===== src/rtl/prog_stream_loader.sv =====
// Byte-stream program loader: turns a length-prefixed byte stream into imem line and dmem word writes.
// Optional trailing checksum byte enabled with `define LOADER_CHECKSUM_EN.
module prog_stream_loader #(
    parameter int unsigned ADDR_LEN  = 32,
    parameter logic [31:0] IMEM_BASE = 32'h0,
    parameter logic [31:0] DMEM_BASE = 32'h0
) (
    input  logic                clk,
    input  logic                reset_x,
    input  logic [7:0]          rx_data,
    input  logic                rx_valid,
    output logic [ADDR_LEN-1:0] load_addr,
    output logic [127:0]        load_data,
    output logic                we_32,
    output logic                we_128,
    output logic                done,
    output logic                err
);

    typedef enum logic [2:0] {
        IMEM_LEN,
        IMEM_DATA,
        DMEM_LEN,
        DMEM_DATA,
        CHECK,
        DONE
    } state_e;

    localparam logic [ADDR_LEN-1:0] IBASE = ADDR_LEN'(IMEM_BASE);
    localparam logic [ADDR_LEN-1:0] DBASE = ADDR_LEN'(DMEM_BASE);

`ifdef LOADER_CHECKSUM_EN
    localparam state_e END_ST = CHECK;
`else
    localparam state_e END_ST = DONE;
`endif

    state_e                state_q, state_d;
    logic [31:0]           len_q, len_d;
    logic [1:0]            len_cnt_q, len_cnt_d;
    logic [31:0]           rem_q, rem_d;
    logic [3:0]            pos_q, pos_d;
    logic [127:0]          buf_q, buf_d;
    logic [ADDR_LEN-1:0]   idx_q, idx_d;
    logic [ADDR_LEN-1:0]   addr_q, addr_d;
    logic [127:0]          data_q, data_d;
    logic                  we32_q, we32_d;
    logic                  we128_q, we128_d;
    logic                  done_q, done_d;

    logic [31:0]           full_len;
    logic [127:0]          byte_line;
    logic                  last_byte;

`ifdef LOADER_CHECKSUM_EN
    logic [7:0]            sum_q, sum_d;
    logic                  err_q, err_d;
`endif

    always_comb begin
        state_d   = state_q;
        len_d     = len_q;
        len_cnt_d = len_cnt_q;
        rem_d     = rem_q;
        pos_d     = pos_q;
        buf_d     = buf_q;
        idx_d     = idx_q;
        addr_d    = addr_q;
        data_d    = data_q;
        we32_d    = 1'b0;
        we128_d   = 1'b0;
        done_d    = done_q | (state_q == DONE);
`ifdef LOADER_CHECKSUM_EN
        err_d     = err_q;
`endif
        full_len  = {rx_data, len_q[31:8]};
        last_byte = (rem_q == 32'd1);
        // Word w of a line sits at bits 32*(3-w); byte b of a word at 8*b.
        byte_line = buf_q;
        byte_line[{~pos_q[3:2], pos_q[1:0], 3'b000} +: 8] = rx_data;

        if (rx_valid) begin
            unique case (state_q)
                IMEM_LEN, DMEM_LEN: begin
                    len_d     = full_len;
                    len_cnt_d = len_cnt_q + 2'd1;
                    if (len_cnt_q == 2'd3) begin
                        rem_d = full_len;
                        idx_d = '0;
                        pos_d = '0;
                        buf_d = '0;
                        if (state_q == IMEM_LEN) begin
                            state_d = (full_len == '0) ? DMEM_LEN : IMEM_DATA;
                        end else if (full_len != '0) begin
                            state_d = DMEM_DATA;
                        end else begin
                            state_d = END_ST;
                            if (END_ST == DONE) done_d = 1'b1;
                        end
                    end
                end
                IMEM_DATA: begin
                    buf_d = byte_line;
                    pos_d = pos_q + 4'd1;
                    rem_d = rem_q - 32'd1;
                    if (pos_q == 4'hf || last_byte) begin
                        we128_d = 1'b1;
                        data_d  = byte_line;
                        addr_d  = IBASE + (idx_q << 4);
                        idx_d   = idx_q + 1'b1;
                        buf_d   = '0;
                        pos_d   = '0;
                    end
                    if (last_byte) state_d = DMEM_LEN;
                end
                DMEM_DATA: begin
                    buf_d = byte_line;
                    pos_d = pos_q + 4'd1;
                    rem_d = rem_q - 32'd1;
                    if (pos_q[1:0] == 2'd3 || last_byte) begin
                        we32_d = 1'b1;
                        data_d = {byte_line[127:96], 96'b0};
                        addr_d = DBASE + (idx_q << 2);
                        idx_d  = idx_q + 1'b1;
                        buf_d  = '0;
                        pos_d  = '0;
                    end
                    if (last_byte) state_d = END_ST;
                end
`ifdef LOADER_CHECKSUM_EN
                CHECK: begin
                    err_d   = err_q | (rx_data != sum_q);
                    state_d = DONE;
                    done_d  = 1'b1;
                end
`endif
                default: ;
            endcase
        end
    end

`ifdef LOADER_CHECKSUM_EN
    always_comb begin
        sum_d = sum_q;
        if (rx_valid && (state_q == IMEM_LEN || state_q == IMEM_DATA ||
                         state_q == DMEM_LEN || state_q == DMEM_DATA)) begin
            sum_d = sum_q + rx_data;
        end
    end

    always_ff @(posedge clk or negedge reset_x) begin
        if (!reset_x) begin
            sum_q <= '0;
            err_q <= 1'b0;
        end else begin
            sum_q <= sum_d;
            err_q <= err_d;
        end
    end

    assign err = err_q;
`else
    assign err = 1'b0;
`endif

    always_ff @(posedge clk or negedge reset_x) begin
        if (!reset_x) begin
            state_q   <= IMEM_LEN;
            len_q     <= '0;
            len_cnt_q <= '0;
            rem_q     <= '0;
            pos_q     <= '0;
            buf_q     <= '0;
            idx_q     <= '0;
            addr_q    <= '0;
            data_q    <= '0;
            we32_q    <= 1'b0;
            we128_q   <= 1'b0;
            done_q    <= 1'b0;
        end else begin
            state_q   <= state_d;
            len_q     <= len_d;
            len_cnt_q <= len_cnt_d;
            rem_q     <= rem_d;
            pos_q     <= pos_d;
            buf_q     <= buf_d;
            idx_q     <= idx_d;
            addr_q    <= addr_d;
            data_q    <= data_d;
            we32_q    <= we32_d;
            we128_q   <= we128_d;
            done_q    <= done_d;
        end
    end

    assign load_addr = addr_q;
    assign load_data = data_q;
    assign we_32     = we32_q;
    assign we_128    = we128_q;
    assign done      = done_q;

endmodule


===== config.mk =====
export PLATFORM = sky130hd
export DESIGN_NAME = prog_stream_loader
export DESIGN_NICKNAME = d
export VERILOG_FILES = /design/src/rtl/prog_stream_loader.sv
export SDC_FILE = /design/constraint.sdc
export NUM_CORES = 1
export LEC_CHECK = 0
export BUFFER_PORTS_ARGS = -buffer_cell sky130_fd_sc_hd__buf_2
export CAP_MARGIN = 30
export CORE_MARGIN = 2
export CORE_UTILIZATION = 45
export CTS_BUF_LIST = sky130_fd_sc_hd__clkbuf_2
export CTS_CLUSTER_DIAMETER = 120
export DETAILED_ROUTE_END_ITERATION = 10
export PLACE_DENSITY_LB_ADDON = 0.2
export SLEW_MARGIN = 0
export SYNTH_ARGS = -nofsm -noshare
export SYNTH_HDL_FRONTEND = slang
export SYNTH_SLANG_ARGS = --single-unit

===== constraint.sdc =====
create_clock -name clk -period 3.2 [get_ports clk]
set_clock_uncertainty 0.1 [all_clocks]
set_input_delay 0.48 -clock clk [delete_from_list [all_inputs] [get_ports clk]]
set_output_delay 0.48 -clock clk [all_outputs]
set_load 0.02 [all_outputs]

**Word-level counts from Yosys, hierarchy flattened**

Cells that the tools add are included.

- Equal/unequal tests: 13
- Add/subtract/negate cells: 5
- Reduce and logical (&&, ||, !) cells: 16
- Multiplexer cells: 39
- Shift-type cells: 2
- Bitwise gates (word level): 2

Operators by type and width:

| operator | number |
|---|---|
| $mux 128 | 5 |
| $pmux 128 s3 | 1 |
| $pmux 128 s2 | 1 |
| $mux 32 | 6 |
| $bwmux 128 | 1 |
| $pmux 32 s2 | 2 |
| $shift 8x9->128 const A | 1 |
| $shiftx 8x9->128 | 1 |
| $pmux 32 s3 | 1 |
| $add 32x1->32 const B | 1 |
| $eq 32x1->1 const B | 1 |
| $logic_not 32->1 | 1 |
| $reduce_bool 32->1 | 1 |
| $sub 32x1->32 const B | 1 |
| $mux 3 | 5 |
| $mux 4 | 3 |
| $pmux 4 s3 | 1 |
| $mux 1 | 11 |
| $ne 2x2->1 const B | 5 |
| $reduce_and 5->1 | 2 |
| $neg 7->9 | 1 |
| $pmux 3 s3 | 1 |
| $eq 3x2->1 const B | 2 |
| $reduce_and 3->1 | 2 |
| 16 further kinds | 20 |

- Input port bits: 11
- Register bits: 396
- Logic and storage cells: 89

**Logic depth before layout (Yosys ltp)**

- Depth after elaboration: 7
- Mapped depth: 11
- Depth with buffers taken out: 8

**Least setup slack after synthesis**

No wires, ideal clock.

- Path kind: register to register
- From: register pos_q[0]
- To: register buf_q[16]
- Slack: 595 ps
- Arrival: 2,384 ps
- Stages on the path, launching flop included: 9
- Period minus slack after synthesis: 2,605 ps
- Data required time: 2,979 ps
- Path through: dfrtp_1 inv_1 ha_1 clkbuf_1 o21ai_0 a22oi_1 nor2_1 o21ai_1 a22o_1

- Word-level cells in the longest chain between the ends: 5

Ends and longest elaborated chain:

| what | line | text |
|---|---|---|
| start, declared | 42 | `logic [3:0] pos_q, pos_d;` |
| start signal, assigned | 185 | `pos_q <= pos_d;` |
| $neg 7->9 | 80 | `byte_line[{~pos_q[3:2], pos_q[1:0], 3'b000} +: 8] = rx_data;` |
| $shiftx 8x9->128 / $shift 8x9->128 (equally long branches) | 80 |  |
| $bwmux 128 | 80 |  |
| $mux 128 (on tied branches) | 120, 106 |  |
| $pmux 128 s3 * | 83 | `unique case (state_q)` |
| end signal, assigned | 186 | `buf_q <= buf_d;` |
| end, declared | 43 | `logic [127:0] buf_q, buf_d;` |

Every way passes the cells marked *; elsewhere a longest branch is shown, timed or not.
A chain may end at the register's enable or synchronous reset.

**Worst setup path after layout**

- From: register pos_q[0]
- To: register buf_q[89]

Same word-level chain as after synthesis.

==> report_table.html <==
<table>
<tr><th>Metric</th><th>Value</th></tr>
<tr><th colspan="2">Yosys</th></tr>
<tr><td>Main synth FF type</td><td>dfrtp_1</td></tr>
<tr><td>XOR/XNOR Fraction of Synth Area</td><td>0.150%</td></tr>
<tr><td>Cell type contributing the most total cell area after synthesis</td><td>dfrtp_1</td></tr>
<tr><td>Adder and majority cell fraction of the synthesized area</td><td>0.715%</td></tr>
<tr><td>Cell area after technology mapping</td><td>0.0175 mm²</td></tr>
<tr><td>Synth top area share</td><td>54.9%</td></tr>
<tr><td>Mean post-synth cell area</td><td>10.5 µm²</td></tr>
<tr><td>Fraction of the mapped netlist area in simple logic gates</td><td>12.3%</td></tr>
<tr><td>Area contributors post-synth</td><td>dfrtp_1, mux2i_1, o21ai_0, a22o_1, nand2_1</td></tr>
<tr><td>Largest family of logic cells by synthesized area</td><td>compound AO/OA/AOI/OAI gates</td></tr>
<tr><td>Number of distinct library cells after synthesis</td><td>65</td></tr>
<tr><td>Share of the synthesized area in compound gates (AO/OA/AOI/OAI)</td><td>17.9%</td></tr>
<tr><td>Sequential area share after synthesis</td><td>54.9%</td></tr>
<tr><td>Post-synthesis register bit count</td><td>384</td></tr>
<tr><td>Ys Warns</td><td>0</td></tr>
<tr><td>Share of async-settable or async-resettable flops after synthesis</td><td>100%</td></tr>
<tr><td>Mux contribution to synthesized area</td><td>10.6%</td></tr>
<tr><td>Count of flip-flops with a built-in enable after synthesis</td><td>0</td></tr>
<tr><td>Gate count after technology mapping</td><td>1674</td></tr>
<tr><th colspan="2">Drt</th></tr>
<tr><td>First-pass detailed-route iteration total</td><td>6</td></tr>
<tr><td>Number of DRC markers in iteration 0</td><td>1020</td></tr>
<tr><td>Highest signal layer in the routed design</td><td>met4</td></tr>
<tr><td>Residual antenna-violating net count after detailed routing</td><td>0</td></tr>
<tr><td>DR vias/cell</td><td>5.66</td></tr>
<tr><td>Met3 layer wire length in the routed design</td><td>3060 µm</td></tr>
<tr><td>Routed met2 length</td><td>22000 µm</td></tr>
<tr><td>DRC violations left</td><td>0</td></tr>
<tr><td>Detail-routed net length per standard cell</td><td>19.5 µm</td></tr>
<tr><td>Wire length after detailed routing</td><td>48400 µm</td></tr>
<tr><td>Total number of vias</td><td>14000</td></tr>
<tr><td>Metal-1 WL</td><td>22200 µm</td></tr>
<tr><th colspan="2">Timing</th></tr>
<tr><td>Sum of negative setup slack</td><td>0 ns</td></tr>
<tr><td>Period utilisation layout</td><td>91.4%</td></tr>
<tr><td>Achievable frequency</td><td>0.342 GHz</td></tr>
<tr><td>Max transition margin</td><td>42.7%</td></tr>
<tr><td>Worst hold margin</td><td>0.280 ns</td></tr>
<tr><td>Minimum clock period</td><td>2.92 ns</td></tr>
<tr><td>Unrepaired setup endpoints after global routing</td><td>no</td></tr>
<tr><td>Setup-violating endpoint count in the final report</td><td>0</td></tr>
<tr><td>Number of endpoints with negative hold slack in the final report</td><td>0</td></tr>
<tr><td>Fin. max-slew vios</td><td>0</td></tr>
<tr><td>Tightest Pin Transition</td><td>0.853 ns</td></tr>
<tr><th colspan="2">Run status</th></tr>
<tr><td>Status</td><td>complete, no violations</td></tr>
<tr><th colspan="2">Worst setup path</th></tr>
<tr><td>Startpoint types</td><td>flop</td></tr>
<tr><td>Largest stage delay on the critical path</td><td>0.56 ns</td></tr>
<tr><td>Sort of element at the end of the critical path</td><td>flop</td></tr>
<tr><td>Startpoint of the worst register-to-register path</td><td>pos_q[0]</td></tr>
<tr><td>Crit path max-delay family</td><td>compound AO/OA/AOI/OAI gates</td></tr>
<tr><td>Largest fanout on the critical path</td><td>10</td></tr>
<tr><td>Setup slack on the worst flop-to-flop path</td><td>0.28 ns</td></tr>
<tr><td>Total buffers and inverters traversed by the critical path</td><td>1</td></tr>
<tr><td>Critical path's slowest cell</td><td>dfrtp_1</td></tr>
<tr><td>Logic depth of the worst register-to-register path</td><td>7</td></tr>
<tr><td>CP cell instances</td><td>inv_1 &gt; ha_1 &gt; nand2b_1 &gt; o22ai_1 &gt; nand2_1 &gt; a21o_1 &gt; a22o_1</td></tr>
<tr><td>Critical path class</td><td>reg -&gt; reg</td></tr>
<tr><td>Required @ worst endpoint</td><td>3.96 ns</td></tr>
<tr><td>Critical Path AT</td><td>3.69 ns</td></tr>
<tr><td>Endpoint of the most critical register-to-register path</td><td>buf_q[89]</td></tr>
<tr><th colspan="2">Power</th></tr>
<tr><td>Total power of the final layout</td><td>0.0132 W</td></tr>
<tr><td>Net switching fraction of the power</td><td>36.6%</td></tr>
<tr><td>Switching Power</td><td>0.00482 W</td></tr>
<tr><td>Combinational Power Share</td><td>24.8%</td></tr>
<tr><td>Total internal power</td><td>0.00834 W</td></tr>
<tr><td>IR drop worst, VDD</td><td>0.393 mV</td></tr>
<tr><td>Proportion of power drawn by the clock network</td><td>25.7%</td></tr>
<tr><td>Sequential share of power</td><td>49.6%</td></tr>
<tr><td>Total power per unit cell area</td><td>656 mW/mm²</td></tr>
<tr><td>Leakage</td><td>9.99 nW</td></tr>
<tr><th colspan="2">Clocking</th></tr>
<tr><td>Maximum clock path buffer count</td><td>3</td></tr>
<tr><td>Root buffer cell</td><td>clkbuf_2</td></tr>
<tr><td>Clock transition at the registers of the reported paths</td><td>0.11 ns</td></tr>
<tr><td>Clk_lat worst skew</td><td>0.99 ns</td></tr>
<tr><td>Clock sink count</td><td>384</td></tr>
<tr><td>Total clock buffers created by CTS</td><td>100</td></tr>
<tr><td>TritonCTS clock tree</td><td>yes</td></tr>
<tr><td>Number of levels in the clock H-tree</td><td>3</td></tr>
<tr><td>Total setup buffers inserted after CTS</td><td>0</td></tr>
<tr><th colspan="2">Floorplanning</th></tr>
<tr><td>Die footprint</td><td>0.0405 mm²</td></tr>
<tr><td>Die Height</td><td>201 µm</td></tr>
<tr><td>Core area</td><td>0.0385 mm²</td></tr>
<tr><td>Initial Utilization</td><td>45.5%</td></tr>
<tr><td>Horizontal extent of the die</td><td>201 µm</td></tr>
<tr><td>Row Count</td><td>72</td></tr>
<tr><td>Top-level port count</td><td>175</td></tr>
<tr><th colspan="2">Global routing</th></tr>
<tr><td>Pin count of the biggest net entering global routing</td><td>99</td></tr>
<tr><td>Gr ovfl total</td><td>0</td></tr>
<tr><td>Number of global-route vias before repair</td><td>14300</td></tr>
<tr><td>Antenna violations before repair</td><td>1</td></tr>
<tr><td>Total routing usage reported by global routing</td><td>24.4%</td></tr>
<tr><td>First-pass GRT wire length</td><td>79100 µm</td></tr>
<tr><th colspan="2">Hold path</th></tr>
<tr><td>Worst hold path endpoint</td><td>we_32</td></tr>
<tr><td>Min-Delay Path Depth</td><td>4</td></tr>
<tr><td>Path type of the worst min-delay path</td><td>in -&gt; reg</td></tr>
<tr><td>Hold Path Origin</td><td>rx_valid</td></tr>
<tr><th colspan="2">Final layout</th></tr>
<tr><td>Sequential standard cell area</td><td>0.00961 mm²</td></tr>
<tr><td>Layout overhead on the synthesized area</td><td>14.7%</td></tr>
<tr><td>Fin util</td><td>52.2%</td></tr>
<tr><td>Most frequent standard cell in the layout excluding fill and tap cells</td><td>dfrtp_1</td></tr>
<tr><td>Footprint of the multi-input gates</td><td>0.00735 mm²</td></tr>
<tr><td>Fill cell total of the finished layout</td><td>3555</td></tr>
<tr><td>Layout cell share with drive strength beyond 1</td><td>22.1%</td></tr>
<tr><td>Commonest non-fill, non-tap cells in the layout</td><td>dfrtp_1, nand2_1, o21ai_0</td></tr>
<tr><td>Nets@finish</td><td>1908</td></tr>
<tr><th colspan="2">Place</th></tr>
<tr><td>Routability congestion estimate from global placement</td><td>0.857</td></tr>
<tr><td>Count of input and output buffers</td><td>171</td></tr>
<tr><td>Total half-perimeter wirelength after legalization and detailed placement</td><td>31300 µm</td></tr>
<tr><th colspan="2">Flow run</th></tr>
<tr><td>Reported max-cap violation count</td><td>0</td></tr>
</table>
==> kinds of logic (layout without fill, tap and decap cells) <==
logic type	count (synthesis)	count (layout)
AOI/OAI and AO/OA	480	480
xor gates and xnor gates	3	3
adders and majority gates	10	10
buffers and inverters	144	431
DFF	384	384
muxes	182	182
other	1	4
and+or+nand+nor	470	470
==> worst max-delay path by stage <==
stage	cells past startpoint	end	startpoint	slack, ns
floorplan	8	buf_q[16]	pos_q[0]	0.60
global placement	8	buf_q[105]	pos_q[0]	0.29
detailed placement	8	buf_q[105]	pos_q[1]	0.27
CTS	7	buf_q[89]	pos_q[0]	0.24
global route	9	buf_q[35]	pos_q[1]	0.06
finish	7	buf_q[89]	pos_q[0]	0.28
==> area by class of cell <==
| class | instances | area share [%] |
|---|---|---|
| Clock buffer | 153 | 3.81 |
| Clock inverter | 25 | 0.623 |
| Tap cell | 518 | 3.23 |
| Multi-Input combinational cell | 1148 | 36.6 |
| Sequential cell | 384 | 47.9 |
| Antenna cell | 1 | 0.0125 |
| Inverter | 12 | 0.224 |
| Timing Repair Buffer | 241 | 7.59 |
==> synth_stat cells, types with 3 or more instances <==
library cell and count:
dfrtp_1 384, nand2_1 226, o21ai_0 211, mux2i_1 157
a22o_1 97, clkbuf_1 87, nor2_1 76, a21oi_1 42
nand3_1 36, o2bb2ai_1 32, mux2_2 25, and2_1 22
and3_1 20, buf_1 20, buf_2 20, nand4_1 20
nor3_1 19, a31oi_1 15, a21o_1 14, nor4_1 13
inv_1 12, o22ai_1 12, ha_1 10, o31ai_1 10
o21ai_1 8, nand2b_1 5, o21a_1 5, o41ai_1 5
or2_2 5, or3_1 5, or4_1 5, a311oi_1 4
buf_4 4, nor2b_1 4, a41oi_1 3, o22a_1 3
==> through the flow <==
step	cells	setup slack [ns]	instance area, µm²
after floorplan	1676	0.595	17500
after global placement	2289	0.289	19000
after detailed placement	2289	0.267	19000
after CTS	2481	0.238	20100
after global routing	2482	0.0597	20100
final	2482	0.276	20100
==> repair_timing <==
| action | CTS | global route |
|---|---|---|
| endpoints found under the hold margin | 405 | 0 |
| gates resized for setup | 0 | 3 |
| hold buffers | 14 | 0 |
| endpoints found under the setup margin | 0 | 16 |
==> metal layers <==
metal  vias up  GRT usage, %
met1      6939          34.4
li1       6542             -
met5         -             0
met3        78          5.18
met2       485          37.2
met4         0          9.16
==> worst reg2reg max path, cell delays in order (launching register included) <==
cell and delay, ns:
dfrtp_1 0.56, inv_1 0.15, ha_1 0.32, nand2b_1 0.20
o22ai_1 0.36, nand2_1 0.48, a21o_1 0.41, a22o_1 0.22
==> power by group through the flow <==
stage | Combinational, W | Sequential, W | Clock, W
2_1_floorplan | 0.00208 | 0.00653 | 0
3_3_place_gp | 0.00319 | 0.00656 | 0
3_5_place_dp | 0.00325 | 0.00659 | 0
4_1_cts | 0.00328 | 0.00650 | 0.00349
5_1_grt | 0.00360 | 0.00663 | 0.00377
6_report | 0.00326 | 0.00652 | 0.00338
==> flip-flops by register name, indices dropped and copies added (netlist names), 2 cells and up <==
name,count
idx_q,30
len_q,24
buf_q,128
pos_q,4
state_q,3
load_addr,30
load_data,128
len_cnt_q,2
rem_q,32
Note: power is estimated with default switching activity, not from simulation.
